<file path="config.mk">
export PLATFORM = sky130hd
export DESIGN_NAME = hv_hamming_classifier_flat
export DESIGN_NICKNAME = d
export VERILOG_FILES = /design/src/rtl/hv_hamming_classifier_if.sv /design/src/rtl/hv_hamming_classifier.sv /design/src/flat_wrapper.sv
export SDC_FILE = /design/constraint.sdc
export NUM_CORES = 1
export LEC_CHECK = 0
export ABC_AREA = 1
export CORE_MARGIN = 10
export CORE_UTILIZATION = 50
export DETAILED_ROUTE_END_ITERATION = 6
export PLACE_DENSITY = 0.77
export RECOVER_POWER = 50
export SYNTH_ARGS = -nofsm -noshare
export SYNTH_HDL_FRONTEND = slang
export SYNTH_SLANG_ARGS = --single-unit
</file>
<file path="constraint.sdc">
create_clock -name clk -period 2.1 [get_ports clk]
set_input_delay 0.42 -clock clk [delete_from_list [all_inputs] [get_ports clk]]
set_output_delay 0.42 -clock clk [all_outputs]
set_load 0.01 [all_outputs]
</file>
<file path="src/rtl/hv_hamming_classifier_if.sv">
// Bus between the query source (bundler + prototype ROM side) and the
// Hamming-distance classifier. Parameters must match the classifier's.
//
// Handshake: there is no ready. A chunk is accepted on a rising clk edge
// exactly when in_valid=1, the classifier is accumulating and start=0.
// in_valid in any other cycle is ignored. proto_bits must reflect the ROM
// contents at chunk_addr combinationally in that same cycle. done is a
// one-cycle pulse; class_out and dist_out are valid from done onwards and
// hold until the next start or rst.
interface hv_hamming_classifier_if #(
  parameter int DIM         = 10000,
  parameter int PAR_BITS    = 2,
  parameter int NUM_CLASSES = 2
);
  localparam int NUM_CHUNKS = DIM / PAR_BITS;
  localparam int DIST_W     = $clog2(DIM + 1);
  localparam int ADDR_W     = (NUM_CHUNKS > 1) ? $clog2(NUM_CHUNKS) : 1;
  localparam int CLS_W      = (NUM_CLASSES > 1) ? $clog2(NUM_CLASSES) : 1;

  logic                                   start;
  logic                                   in_valid;
  logic [PAR_BITS-1:0]                    in_bits;
  logic [NUM_CLASSES-1:0][PAR_BITS-1:0]   proto_bits;
  logic [ADDR_W-1:0]                      chunk_addr;
  logic                                   busy;
  logic                                   done;
  logic [CLS_W-1:0]                       class_out;
  logic [NUM_CLASSES-1:0][DIST_W-1:0]     dist_out;
  logic [1:0]                             state_dbg;

  modport master (
    output start, in_valid, in_bits, proto_bits,
    input  chunk_addr, busy, done, class_out, dist_out, state_dbg
  );

  modport slave (
    input  start, in_valid, in_bits, proto_bits,
    output chunk_addr, busy, done, class_out, dist_out, state_dbg
  );
endinterface

</file>
<file path="src/rtl/hv_hamming_classifier.sv">
// Nearest-prototype classifier for bundled query hypervectors. Chunks of the
// query arrive PAR_BITS at a time; each class keeps a running Hamming
// distance against its prototype. After the last chunk the smallest distance
// wins (ties to the lowest class index) and all distances are reported.
module hv_hamming_classifier #(
  parameter int DIM         = 10000,
  parameter int PAR_BITS    = 2,
  parameter int NUM_CLASSES = 2
) (
  input logic                   clk,
  input logic                   rst,
  hv_hamming_classifier_if.slave bus
);
  localparam int NUM_CHUNKS = DIM / PAR_BITS;
  localparam int DIST_W     = $clog2(DIM + 1);
  localparam int ADDR_W     = (NUM_CHUNKS > 1) ? $clog2(NUM_CHUNKS) : 1;
  localparam int CLS_W      = (NUM_CLASSES > 1) ? $clog2(NUM_CLASSES) : 1;
  localparam logic [ADDR_W-1:0] LAST_ADDR = ADDR_W'(NUM_CHUNKS - 1);

  typedef enum logic [1:0] {
    IDLE   = 2'd0,
    ACCUM  = 2'd1,
    DECIDE = 2'd2,
    DONE   = 2'd3
  } state_t;

  state_t                             state_q;
  logic [ADDR_W-1:0]                  addr_q;
  logic [NUM_CLASSES-1:0][DIST_W-1:0] acc_q;
  logic [NUM_CLASSES-1:0][DIST_W-1:0] acc_next;
  logic [NUM_CLASSES-1:0][DIST_W-1:0] dist_q;
  logic [CLS_W-1:0]                   class_q;
  logic [CLS_W-1:0]                   best_idx;
  logic [DIST_W-1:0]                  best_dist;
  logic                               busy_q;
  logic                               done_q;

  // Running distances including the chunk currently on the bus.
  always_comb begin
    acc_next = acc_q;
    for (int c = 0; c < NUM_CLASSES; c++) begin
      for (int b = 0; b < PAR_BITS; b++) begin
        acc_next[c] = acc_next[c] + DIST_W'(bus.in_bits[b] ^ bus.proto_bits[c][b]);
      end
    end
  end

  // Argmin over the finished distances; strict '<' keeps the lowest index on ties.
  always_comb begin
    best_idx  = '0;
    best_dist = acc_q[0];
    for (int c = 1; c < NUM_CLASSES; c++) begin
      if (acc_q[c] < best_dist) begin
        best_dist = acc_q[c];
        best_idx  = CLS_W'(c);
      end
    end
  end

  // Query sequencing: start restarts from anywhere, then chunks accumulate,
  // one cycle to latch the decision, one cycle of done.
  always_ff @(posedge clk or posedge rst) begin
    if (rst) begin
      state_q <= IDLE;
      addr_q  <= '0;
      acc_q   <= '0;
      dist_q  <= '0;
      class_q <= '0;
      busy_q  <= 1'b0;
      done_q  <= 1'b0;
    end else if (bus.start) begin
      state_q <= ACCUM;
      addr_q  <= '0;
      acc_q   <= '0;
      dist_q  <= '0;
      class_q <= '0;
      busy_q  <= 1'b1;
      done_q  <= 1'b0;
    end else begin
      case (state_q)
        IDLE: begin
          done_q <= 1'b0;
        end
        ACCUM: begin
          if (bus.in_valid) begin
            acc_q <= acc_next;
            if (addr_q == LAST_ADDR) begin
              addr_q  <= '0;
              state_q <= DECIDE;
            end else begin
              addr_q <= addr_q + ADDR_W'(1);
            end
          end
        end
        DECIDE: begin
          class_q <= best_idx;
          dist_q  <= acc_q;
          busy_q  <= 1'b0;
          done_q  <= 1'b1;
          state_q <= DONE;
        end
        DONE: begin
          done_q  <= 1'b0;
          state_q <= IDLE;
        end
        default: begin
          state_q <= IDLE;
        end
      endcase
    end
  end

  assign bus.chunk_addr = addr_q;
  assign bus.busy       = busy_q;
  assign bus.done       = done_q;
  assign bus.class_out  = class_q;
  assign bus.dist_out   = dist_q;
  assign bus.state_dbg  = state_q;
endmodule

</file>
<file path="src/flat_wrapper.sv">
// flat-port wrapper written by rule: the top's interface ports become plain ports
module hv_hamming_classifier_flat 
#(
  parameter int DIM         = 10000,
  parameter int PAR_BITS    = 2,
  parameter int NUM_CLASSES = 2
)
  (clk, rst, bus_start, bus_in_valid, bus_in_bits, bus_proto_bits, bus_chunk_addr, bus_busy, bus_done, bus_class_out, bus_dist_out, bus_state_dbg);
  hv_hamming_classifier_if #(.DIM(DIM), .PAR_BITS(PAR_BITS), .NUM_CLASSES(NUM_CLASSES)) bus_i ();
  input logic clk;
  input logic rst;
  input wire logic [$bits(bus_i.start)-1:0] bus_start;
  input wire logic [$bits(bus_i.in_valid)-1:0] bus_in_valid;
  input wire logic [$bits(bus_i.in_bits)-1:0] bus_in_bits;
  input wire logic [$bits(bus_i.proto_bits)-1:0] bus_proto_bits;
  output wire logic [$bits(bus_i.chunk_addr)-1:0] bus_chunk_addr;
  output wire logic [$bits(bus_i.busy)-1:0] bus_busy;
  output wire logic [$bits(bus_i.done)-1:0] bus_done;
  output wire logic [$bits(bus_i.class_out)-1:0] bus_class_out;
  output wire logic [$bits(bus_i.dist_out)-1:0] bus_dist_out;
  output wire logic [$bits(bus_i.state_dbg)-1:0] bus_state_dbg;
  assign bus_i.start = bus_start;
  assign bus_i.in_valid = bus_in_valid;
  assign bus_i.in_bits = bus_in_bits;
  assign bus_i.proto_bits = bus_proto_bits;
  assign bus_chunk_addr = bus_i.chunk_addr;
  assign bus_busy = bus_i.busy;
  assign bus_done = bus_i.done;
  assign bus_class_out = bus_i.class_out;
  assign bus_dist_out = bus_i.dist_out;
  assign bus_state_dbg = bus_i.state_dbg;
  hv_hamming_classifier #(.DIM(DIM), .PAR_BITS(PAR_BITS), .NUM_CLASSES(NUM_CLASSES)) u_core (.clk(clk), .rst(rst), .bus(bus_i));
endmodule
</file>
==> results.json <==
{
  "status": "finished, final reports clean",
  "finalHoldViolCount": 0,
  "syn2layout_area_growth_pct": 25.4,
  "critical-path-slowest-cell": "clkdlybuf4s50_1",
  "total_global_route_track_usage": 0.176,
  "die_width_um": 109,
  "power.density_nw_per_um2": 703,
  "die_h_um": 109,
  "antennaDiodeCount": 0,
  "layout.filler_cells": 652,
  "placedInstanceArea_um2": 4710,
  "tns_ns": 0,
  "grt_first_pass_wirelength_mm": 16.8,
  "cts_hold_buf": 0,
  "cts-buffers-inserted": 9,
  "totalWireLength_mm": 10.0,
  "die_area_um2": 11900,
  "max-clock-path-buffers": 2,
  "design.portCount": 56,
  "maxCapViolCount": 0,
  "route.vias.total": 3524,
  "worstSetupPathType": "input pin to flop",
  "cts.sink_count": 74,
  "route.detailed.drc": 0,
  "maxSlewHeadroom": 0.321,
  "worstPathCellList": "clkdlybuf4s50_1, xnor2_1, fa_2, inv_2, ha_1, nand2_1, nor2_2, nand2_4, inv_4, nand3_2, o21ai_1, nor2_1",
  "post_place_setup_slack_ns": -0.490,
  "cp-end-kind": "flop",
  "post-route-util": 0.643,
  "synth_warnings": 0,
  "synthDistinctLibCells": 34,
  "synth_seq_area_share": 0.467,
  "cell_count_after_synthesis": 491,
  "final.period_utilization": 0.952,
  "number_of_antenna_violations_at_the_first_check_in_global_routing": 0,
  "fin_area_um2": 4970,
  "clock.fmax_mhz": 500,
  "timing.final.ws_setup_ns": 0.100,
  "num_rows": 32,
  "place.gp.congestion": 0.880,
  "postSynthAreaPerCell_um2": 8.08,
  "skew_ns": 0.00777,
  "largest_net_degree_at_the_start_of_global_routing": 75,
  "critical_path_required_ns": 2.35,
  "cts.reportedPaths.clkPinSlew_ns": 0.08,
  "design.final.nets": 595,
  "initialDrtViolationCount": 219,
  "final_layout_size_suffix_gt1_frac": 0.109,
  "final_antenna_net_count": 0,
  "drt-vias-per-instance": 5.25,
  "peakVddDrop_v": 0.000469,
  "worstSkewPairLatency_ns": 0.35,
  "mostFrequentLayoutCells": "nand2_1, dfrtp_1, inv_1",
  "cts.htree.levels": 3,
  "drt-wirelength-per-cell_um": 14.9,
  "total_iterations_of_the_first_detailed_routing_run": 5,
  "total_power_mw": 3.50,
  "tritoncts": "yes",
  "arrival_time_at_the_worst_endpoint_ns": 2.25,
  "core-area_um2": 7730,
  "setup-violations-final": 0,
  "floorplan.initialDensity": 0.513,
  "hold_crit_class": "flop to flop",
  "layout_commonest_cell": "nand2_1",
  "critical_path.startpoint_type": "input pin",
  "timing_worst_slew_pin_value_ns": 1.02,
  "grt_setup_unrepaired": "false",
  "globalRouteOverflowTotal": 0,
  "ys_ff_latch": 74,
  "cts-root-buf": "clkbuf_8",
  "mapped_nets": 522,
  "post_detail_place_hpwl_mm": 7.24,
  "timing.final.crit_period_ns": 2.00,
  "vias_in_the_first_global_route": 3586,
  "slew_viol_final": 0,
  "critPathMaxFanout": 5,
  "port-buffer-count": 55,
  "syn-cell-area_um2": 3970,
  "critical-path-max-stage-delay_ns": 0.41,
  "power_leakage_nw": 2.31
}
==> metrics by stage <==
step / cells / hold WS (ns)
finish: 671 / 0.481
global route: 671 / 0.499
CTS: 670 / 0.483
detailed placement: 653 / 0.464
global placement: 653 / 0.454
floorplan: 491 / 0.472
==> power breakdown <==
group,switching [mW],total (mW),internal [mW],leakage (nW)
clock network,0.546,1.31,0.765,0.119
logic,0.420,0.658,0.238,1.17
registers,0.0477,1.53,1.48,1.03
total,1.01,3.50,2.48,2.31
==> cells in the mapped netlist <==
master    count  area, µm²
nand2_1     127        477
dfrtp_1      74       1850
inv_1        56        210
nor2_1       47        176
o21ai_0      45        225
a21oi_1      20        100
ha_1         19        238
nand3_1      19       95.1
nor3_1       15       75.1
nand4_1      14       87.6
nor2_2        6       37.5
xnor2_1       6       52.6
clkbuf_1      5       18.8
a31oi_1       4       25.0
nand2_2       4       25.0
inv_2         3       11.3
nor2_4        3       33.8
o21ai_1       3       15.0
o22ai_1       3       18.8
fa_1          2       40.0
inv_4         2       12.5
nand2_4       2       22.5
a21o_1        1       7.51
buf_1         1       3.75
buf_12        1       20.0
buf_2         1       5.00
buf_4         1       7.51
buf_6         1       11.3
inv_6         1       8.76
nand2_8       1       20.0
nor3_2        1       10.0
o211ai_1      1       7.51
o21a_1        1       7.51
xor2_1        1       8.76
==> registers in the layout, indices dropped and copies added (netlist names) <==
signal,cells
u_core.acc_q,28
u_core.bus.dist_out,28
u_core.bus.chunk_addr,13
u_core.bus.state_dbg,2
u_core.bus.busy,1
u_core.bus.class_out,1
u_core.bus.done,1
==> final cells by class <==
type                       count  area (µm²)  area share
clock buffer                  12         165      0.0332
timing repair buffer          72         673       0.135
sequential                    74        1850       0.372
tap                          102         128      0.0257
inverter                      62         246      0.0496
multi-input combinational    345        1840       0.369
clock inverter                 4        72.6      0.0146
==> worst max-delay path: cells and delay by family <==
family	cells	cell delay (ns)
adder cells (fa/ha/maj)	2	0.52
AND/OR/NAND/NOR	5	0.44
buffers and inverters	3	0.56
AO/OA/AOI/OAI	1	0.16
XOR/XNOR	1	0.14
==> layer usage <==
metal	global-route usage	up-vias	routed length, µm
met4	0.0782	0	177
met3	0.0442	17	529
li1	-	1734	-
met2	0.296	106	4890
met1	0.209	1667	4410
met5	0	-	0
==> worst paths after layout <==
path	start	to	slack, ns	cells after the start
setup / recovery	bus_proto_bits[0]	u_core.acc_q[10]	0.10	12
hold / removal	u_core.bus.dist_out[19]	u_core.bus.dist_out[19]	0.48	2
setup reg to reg	u_core.bus.state_dbg[1]	u_core.bus.chunk_addr[10]	0.18	9
hold reg to reg	u_core.bus.dist_out[19]	u_core.bus.dist_out[19]	0.48	2
max in group asynchronous	rst	u_core.bus.state_dbg[0]	0.54	3
min in group asynchronous	rst	u_core.bus.chunk_addr[11]	0.90	3
==> logic make-up (layout without fill, tap and decap cells) <==
kind of cell / after synthesis / after routing / share of synthesized area
adders and majority gates: 21 / 21 / 0.0700
and+or+nand+nor: 239 / 239 / 0.267
buffers and inverters: 72 / 150 / 0.0779
AOI/OAI and AO/OA: 78 / 78 / 0.103
xor gates and xnor gates: 7 / 7 / 0.0155
DFF: 74 / 74 / 0.467
==> repair_timing <==
action	4_1_cts	5_1_grt
pin swaps	2	5
setup endpoints to repair	6	9
endpoints found under the hold margin	0	0
setup buffers	1	1
resized for setup	5	10
Power figures use the tool's default switching activity.
